**config.mk**
```make
export PLATFORM = sky130hd
export DESIGN_NAME = mem_arbiter_flat
export DESIGN_NICKNAME = d
export VERILOG_FILES = /design/src/rtl/mem_arbiter_if.sv /design/src/rtl/mem_arbiter.sv /design/src/flat_wrapper.sv
export SDC_FILE = /design/constraint.sdc
export NUM_CORES = 1
export LEC_CHECK = 0
export ABC_CLOCK_PERIOD_IN_PS = 2800
export CAP_MARGIN = 20
export CORE_MARGIN = 1.5
export CORE_UTILIZATION = 42
export DETAILED_ROUTE_END_ITERATION = 12
export PLACE_DENSITY = 0.89
export REMOVE_ABC_BUFFERS = 1
export SKIP_CTS_REPAIR_TIMING = 1
export SLEW_MARGIN = 20
export SYNTH_ARGS = -nofsm -noshare
export SYNTH_HDL_FRONTEND = slang
export SYNTH_SLANG_ARGS = --single-unit
```
**constraint.sdc**
```tcl
create_clock -name clk -period 2.8 [get_ports clk]
set_clock_uncertainty 0.2 [all_clocks]
set_input_delay 0.56 -clock clk [delete_from_list [all_inputs] [get_ports clk]]
set_output_delay 0.56 -clock clk [all_outputs]
set_load 0.01 [all_outputs]
```
**src/rtl/mem_arbiter_if.sv**
```systemverilog
// Bundles the fetch port, data port and unified-memory port of mem_arbiter.
// slave = arbiter side, master = pipeline/memory side.
interface mem_arbiter_if;
   logic        if_req;
   logic [31:0] if_addr;
   logic [31:0] if_rdata;
   logic        if_ready;
   logic        dm_req;
   logic        dm_we;
   logic [31:0] dm_addr;
   logic [31:0] dm_wdata;
   logic [31:0] dm_rdata;
   logic        dm_ready;
   logic        err;
   logic        mem_req;
   logic        mem_we;
   logic [31:0] mem_addr;
   logic [31:0] mem_wdata;
   logic [31:0] mem_rdata;
   logic        mem_ack;

   modport slave (
      input  if_req, if_addr, dm_req, dm_we, dm_addr, dm_wdata, mem_rdata, mem_ack,
      output if_rdata, if_ready, dm_rdata, dm_ready, err,
             mem_req, mem_we, mem_addr, mem_wdata
   );

   modport master (
      output if_req, if_addr, dm_req, dm_we, dm_addr, dm_wdata, mem_rdata, mem_ack,
      input  if_rdata, if_ready, dm_rdata, dm_ready, err,
             mem_req, mem_we, mem_addr, mem_wdata
   );
endinterface

```
**src/rtl/mem_arbiter.sv**
```systemverilog
// Arbitrates fetch and data-memory requests onto one unified memory port.
// Data port has fixed priority; a stalled memory is cut off after WAIT_LIMIT cycles.
module mem_arbiter #(
   parameter int unsigned WAIT_LIMIT = 15
) (
   input  logic         clk,
   input  logic         reset_n,
   mem_arbiter_if.slave bus
);

   typedef enum logic [1:0] {IDLE, DM_BUSY, IF_BUSY, RESP} state_t;

   localparam logic [7:0] LIM_M1 = 8'(WAIT_LIMIT - 1);

   state_t      r_state,     w_state_nx;
   logic [7:0]  r_cnt,       w_cnt_nx;
   logic        r_mem_req,   w_mem_req_nx;
   logic        r_mem_we,    w_mem_we_nx;
   logic [31:0] r_mem_addr,  w_mem_addr_nx;
   logic [31:0] r_mem_wdata, w_mem_wdata_nx;
   logic [31:0] r_if_rdata,  w_if_rdata_nx;
   logic [31:0] r_dm_rdata,  w_dm_rdata_nx;
   logic        r_if_ready,  w_if_ready_nx;
   logic        r_dm_ready,  w_dm_ready_nx;
   logic        r_err,       w_err_nx;
   logic        w_done;
   logic [31:0] w_rd;

   always_ff @(posedge clk or negedge reset_n) begin
      if (!reset_n) begin
         r_state     <= IDLE;
         r_cnt       <= '0;
         r_mem_req   <= 1'b0;
         r_mem_we    <= 1'b0;
         r_mem_addr  <= '0;
         r_mem_wdata <= '0;
         r_if_rdata  <= '0;
         r_dm_rdata  <= '0;
         r_if_ready  <= 1'b0;
         r_dm_ready  <= 1'b0;
         r_err       <= 1'b0;
      end else begin
         r_state     <= w_state_nx;
         r_cnt       <= w_cnt_nx;
         r_mem_req   <= w_mem_req_nx;
         r_mem_we    <= w_mem_we_nx;
         r_mem_addr  <= w_mem_addr_nx;
         r_mem_wdata <= w_mem_wdata_nx;
         r_if_rdata  <= w_if_rdata_nx;
         r_dm_rdata  <= w_dm_rdata_nx;
         r_if_ready  <= w_if_ready_nx;
         r_dm_ready  <= w_dm_ready_nx;
         r_err       <= w_err_nx;
      end
   end

   always_comb begin
      w_state_nx     = r_state;
      w_cnt_nx       = r_cnt;
      w_mem_req_nx   = r_mem_req;
      w_mem_we_nx    = r_mem_we;
      w_mem_addr_nx  = r_mem_addr;
      w_mem_wdata_nx = r_mem_wdata;
      w_if_rdata_nx  = r_if_rdata;
      w_dm_rdata_nx  = r_dm_rdata;
      w_if_ready_nx  = 1'b0;
      w_dm_ready_nx  = 1'b0;
      w_err_nx       = 1'b0;
      // ack wins over a timeout landing in the same cycle
      w_done         = bus.mem_ack || (r_cnt == LIM_M1);
      w_rd           = bus.mem_ack ? bus.mem_rdata : 32'h0;

      unique case (r_state)
         IDLE: begin
            if (bus.dm_req) begin
               w_state_nx     = DM_BUSY;
               w_cnt_nx       = '0;
               w_mem_req_nx   = 1'b1;
               w_mem_we_nx    = bus.dm_we;
               w_mem_addr_nx  = bus.dm_addr;
               w_mem_wdata_nx = bus.dm_wdata;
            end else if (bus.if_req) begin
               w_state_nx     = IF_BUSY;
               w_cnt_nx       = '0;
               w_mem_req_nx   = 1'b1;
               w_mem_we_nx    = 1'b0;
               w_mem_addr_nx  = bus.if_addr;
               w_mem_wdata_nx = '0;
            end
         end
         DM_BUSY: begin
            if (w_done) begin
               w_state_nx    = RESP;
               w_mem_req_nx  = 1'b0;
               w_dm_ready_nx = 1'b1;
               w_err_nx      = !bus.mem_ack;
               w_dm_rdata_nx = r_mem_we ? 32'h0 : w_rd;
            end else begin
               w_cnt_nx = r_cnt + 8'd1;
            end
         end
         IF_BUSY: begin
            if (w_done) begin
               w_state_nx    = RESP;
               w_mem_req_nx  = 1'b0;
               w_if_ready_nx = 1'b1;
               w_err_nx      = !bus.mem_ack;
               w_if_rdata_nx = w_rd;
            end else begin
               w_cnt_nx = r_cnt + 8'd1;
            end
         end
         RESP: w_state_nx = IDLE;
         default: w_state_nx = IDLE;
      endcase
   end

   assign bus.mem_req   = r_mem_req;
   assign bus.mem_we    = r_mem_we;
   assign bus.mem_addr  = r_mem_addr;
   assign bus.mem_wdata = r_mem_wdata;
   assign bus.if_rdata  = r_if_rdata;
   assign bus.if_ready  = r_if_ready;
   assign bus.dm_rdata  = r_dm_rdata;
   assign bus.dm_ready  = r_dm_ready;
   assign bus.err       = r_err;

endmodule

```
**src/flat_wrapper.sv**
```systemverilog
// flat-port wrapper written by rule: the top's interface ports become plain ports
module mem_arbiter_flat 
#(
   parameter int unsigned WAIT_LIMIT = 15
)
  (clk, reset_n, bus_if_req, bus_if_addr, bus_dm_req, bus_dm_we, bus_dm_addr, bus_dm_wdata, bus_mem_rdata, bus_mem_ack, bus_if_rdata, bus_if_ready, bus_dm_rdata, bus_dm_ready, bus_err, bus_mem_req, bus_mem_we, bus_mem_addr, bus_mem_wdata);
  mem_arbiter_if bus_i ();
  input  logic clk;
  input  logic reset_n;
  input wire logic [$bits(bus_i.if_req)-1:0] bus_if_req;
  input wire logic [$bits(bus_i.if_addr)-1:0] bus_if_addr;
  input wire logic [$bits(bus_i.dm_req)-1:0] bus_dm_req;
  input wire logic [$bits(bus_i.dm_we)-1:0] bus_dm_we;
  input wire logic [$bits(bus_i.dm_addr)-1:0] bus_dm_addr;
  input wire logic [$bits(bus_i.dm_wdata)-1:0] bus_dm_wdata;
  input wire logic [$bits(bus_i.mem_rdata)-1:0] bus_mem_rdata;
  input wire logic [$bits(bus_i.mem_ack)-1:0] bus_mem_ack;
  output wire logic [$bits(bus_i.if_rdata)-1:0] bus_if_rdata;
  output wire logic [$bits(bus_i.if_ready)-1:0] bus_if_ready;
  output wire logic [$bits(bus_i.dm_rdata)-1:0] bus_dm_rdata;
  output wire logic [$bits(bus_i.dm_ready)-1:0] bus_dm_ready;
  output wire logic [$bits(bus_i.err)-1:0] bus_err;
  output wire logic [$bits(bus_i.mem_req)-1:0] bus_mem_req;
  output wire logic [$bits(bus_i.mem_we)-1:0] bus_mem_we;
  output wire logic [$bits(bus_i.mem_addr)-1:0] bus_mem_addr;
  output wire logic [$bits(bus_i.mem_wdata)-1:0] bus_mem_wdata;
  assign bus_i.if_req = bus_if_req;
  assign bus_i.if_addr = bus_if_addr;
  assign bus_i.dm_req = bus_dm_req;
  assign bus_i.dm_we = bus_dm_we;
  assign bus_i.dm_addr = bus_dm_addr;
  assign bus_i.dm_wdata = bus_dm_wdata;
  assign bus_i.mem_rdata = bus_mem_rdata;
  assign bus_i.mem_ack = bus_mem_ack;
  assign bus_if_rdata = bus_i.if_rdata;
  assign bus_if_ready = bus_i.if_ready;
  assign bus_dm_rdata = bus_i.dm_rdata;
  assign bus_dm_ready = bus_i.dm_ready;
  assign bus_err = bus_i.err;
  assign bus_mem_req = bus_i.mem_req;
  assign bus_mem_we = bus_i.mem_we;
  assign bus_mem_addr = bus_i.mem_addr;
  assign bus_mem_wdata = bus_i.mem_wdata;
  mem_arbiter #(.WAIT_LIMIT(WAIT_LIMIT)) u_core (.clk(clk), .reset_n(reset_n), .bus(bus_i));
endmodule
```
==> impl_results.rst <==
.. list-table::
   :header-rows: 1

   * - Metric
     - Value
   * - Initial drt markers
     - 204
   * - Clock insertion delay at the later pin of the skew report
     - approximately 0.41 ns
   * - Yosys reg bits
     - about 140
   * - Initial core utilization
     - 0.432
   * - Portion of synthesized cell area occupied by the leading cell type
     - 0.594
   * - Leakage dissipation
     - ~4.5 nW
   * - Share of cells above drive strength 1
     - 0.0696
   * - Floorplan row count
     - 43
   * - Global-route wire length before repair
     - approximately 27 mm
   * - IO Pins
     - between 200 and 300
   * - Clock slew seen by the registers of the worst setup and hold paths
     - around 0.06 ns
   * - Minimum period implied by the final worst setup slack
     - 2.24 ns
   * - Buffers on Ports
     - 266
   * - Average vias per placed instance
     - 5.43
   * - Setup slack on the worst flop-to-flop path
     - 0.56 ns
   * - Post-detailed-route count of antenna-violating nets
     - 0
   * - Post-synthesis cell count
     - a little under 500
   * - Number of hold violations in the final report
     - 0
   * - Relative slew slack
     - 0.558
   * - Worst Hold Launch
     - u_core.bus.mem_addr[18]
   * - Post-synthesis cell type with the largest combined area
     - dfrtp_1
   * - Startpoint class of the critical path
     - flop
   * - Worst r2r src
     - u_core.r_cnt[0]
   * - Post-Synthesis Cell Area
     - around 6000 um2
   * - # clock sinks
     - 143
   * - Instance count along the most critical hold path
     - 2
   * - DR vias
     - a little over 5,000
   * - Number of buffers on the longest clock path
     - 2
   * - Synthesized area per cell
     - 12.3 um2
   * - Number of search-and-repair iterations in the first detailed-routing pass
     - 4
   * - Peak supply drop
     - approximately 0.48 mV
   * - Upper clock frequency limit
     - roughly 450 MHz
   * - Total Routed Length
     - approximately 17 mm
   * - Htree depth
     - 4
   * - Cell types with the highest counts after synthesis
     - dfrtp_1 (143), a22o_1 (67), nand2_1 (44)
   * - Cell variety after synth
     - 40
   * - Number of global-route vias before repair
     - 5,285
   * - Number of synthesized flops with an enable pin
     - 0
   * - Pin count of the biggest net entering global routing
     - 67
   * - Power density over the cells
     - ~1100 nW/um2
   * - Most numerous cell in the Yosys netlist
     - dfrtp_1
   * - Area added between synthesis and finish
     - 57.8%
   * - Total clock buffers created by CTS
     - 17
   * - R2r endpoint
     - u_core.bus.if_rdata[28]
   * - Combined flip-flop and latch cell area
     - 3580 um2
   * - Most frequently used flop master after synthesis
     - dfrtp_1
   * - Status
     - finished clean
   * - Final design area excluding fillers
     - roughly 9500 um2
   * - Vertical extent of the die
     - approximately 120 um
   * - Synthesis Warnings
     - 0
   * - Total congestion overflow after global routing
     - 0
   * - Critical Path RT
     - between 2 and 3 ns
   * - Area of combinational cells with multiple inputs
     - 2240 um2
   * - Hold path endpoint
     - u_core.bus.mem_addr[18]
   * - Synth async-reset ratio
     - 1.00
   * - CTS Root Cell
     - clkbuf_16
   * - Area of placed instances
     - roughly 8900 um2
   * - Drt drc
     - 0
   * - Maximum net fanout on the critical path
     - 31
   * - Number of antenna violations at the first check in global routing
     - 0
   * - Period Utilization, post-route
     - 0.799
   * - HPWL after detailed placement
     - roughly 13 mm
   * - Cells taking the most area after synthesis
     - dfrtp_1 (59%), a22o_1 (9.7%), and4b_1 (5.3%)
   * - Max-slew violation count
     - 0
   * - Max-cap check violation count
     - 0
   * - TritonCTS clock tree
     - done
   * - Setup crit end kind
     - flop
   * - Die boundary width
     - between 100 and 150 um
   * - Slew of the pin with the lowest slew margin
     - around 0.66 ns
   * - CP Class
     - reg -> reg
   * - Final setup violation count
     - 0
   * - Routed length per instance
     - about 18 um
   * - Classification of the worst-slack hold path
     - reg -> reg
   * - Area of the core region
     - between 10,000 and 15,000 um2
   * - Final hold slack
     - about 0.28 ns
   * - Nets@finish
     - slightly below 900
   * - Antenna Cells
     - 0
   * - GPL Wtd Cong
     - slightly above 0.8
   * - Fraction of the yosys area taken by sequential cells
     - 0.594
   * - Worst EP arrival
     - between 2 and 2.5 ns
   * - Depth of the worst register-to-register path
     - 7
   * - Die Area
     - about 15,000 um2
   * - Filler instances
     - 953
   * - Total global routing track utilization
     - 0.235
   * - RSZ-0062 raised after global routing
     - false
==> worst max-delay path: stages (launching register included) <==
cell      delay [ns]
dfrtp_1         0.40
inv_1           0.11
ha_1            0.15
and4bb_1        0.23
a31o_1          0.37
nand2_2         0.11
buf_4           0.25
a22o_1          0.28
==> final cells by class <==
cell class / instances / share of cell area
Clock buffer: 23 / 0.0514
Clock inverter: 8 / 0.0111
Inverter: 6 / 0.00237
Multi-Input combinational cell: 299 / 0.236
Sequential cell: 143 / 0.377
Tap cell: 180 / 0.0237
Timing Repair Buffer: 283 / 0.299
==> worst max path at each step <==
stage	cells past startpoint	from	slack [ns]	end
2_1_floorplan	2	bus_dm_req	-1.45	u_core.bus.mem_addr[0]
3_3_place_gp	3	bus_mem_ack	0.19	u_core.bus.if_rdata[28]
3_5_place_dp	3	bus_mem_ack	0.02	u_core.bus.if_rdata[28]
4_1_cts	3	bus_mem_ack	0.48	u_core.bus.if_rdata[28]
5_1_grt	6	u_core.r_state[0]	0.43	u_core.r_cnt[1]
6_report	7	u_core.r_cnt[0]	0.56	u_core.bus.if_rdata[28]
==> sequential cells by signal (all words and copies together) (netlist names) <==
signal / cells
u_core.bus.dm_rdata: 32
u_core.bus.if_rdata: 32
u_core.bus.mem_addr: 32
u_core.bus.mem_wdata: 32
u_core.r_cnt: 8
u_core.r_state: 2
u_core.bus.dm_ready: 1
u_core.bus.err: 1
u_core.bus.if_ready: 1
u_core.bus.mem_req: 1
u_core.bus.mem_we: 1
==> per-stage QoR <==
step / worst slack, ns / cells / power, mW / utilization / TNS, ns
floorplan: -1.45 / 448 / 5.28 / - / -90.54
global placement: 0.185 / 910 / 7.70 / 0.639 / 0
detailed placement: 0.0228 / 910 / 7.92 / 0.639 / 0
CTS: 0.477 / 941 / 10.2 / 0.681 / 0
global route: 0.425 / 942 / 10.7 / 0.682 / 0
finish: 0.564 / 942 / 10.1 / 0.682 / 0
==> logic make-up after synthesis <==
| logic type | after synthesis | share of synthesized area |
|---|---|---|
| AOI/OAI and AO/OA | 154 | 0.188 |
| DFF | 143 | 0.594 |
| and+or+nand+nor | 105 | 0.113 |
| buffers and inverters | 49 | 0.0349 |
| muxes | 33 | 0.0551 |
| adders and majority gates | 7 | 0.0145 |
==> per-layer routing <==
metal  routed length (um)  up-vias  GRT usage
met3                 1360       33     0.0799
met4                  453        0     0.0988
li1                     -     2330          -
met1                 6580     2512      0.262
met5                    0        -          0
met2                 8810      237      0.409
==> power by group <==
part           switching (mW)  internal [mW]
logic                    1.92           2.46
registers               0.546           2.95
clock network           0.836           1.40
==> placed cells by master, fill, tap and decap left out, drive strengths merged, types with 4 or more instances in the layout <==
cell           synthesis  routed
buf                   18      18
clkdlybuf4s50          0     264
inv                    6       7
o21ai                 40      40
nand2                 45      45
a21o                  32      32
dfrtp                143     143
a22o                  67      67
clkbuf                25      23
nor2                   4       4
o211ai                 4       4
ha                     7       7
and4b                 32      32
a21oi                  5       5
mux2i                 32      32
Power figures use the tool's default switching activity.
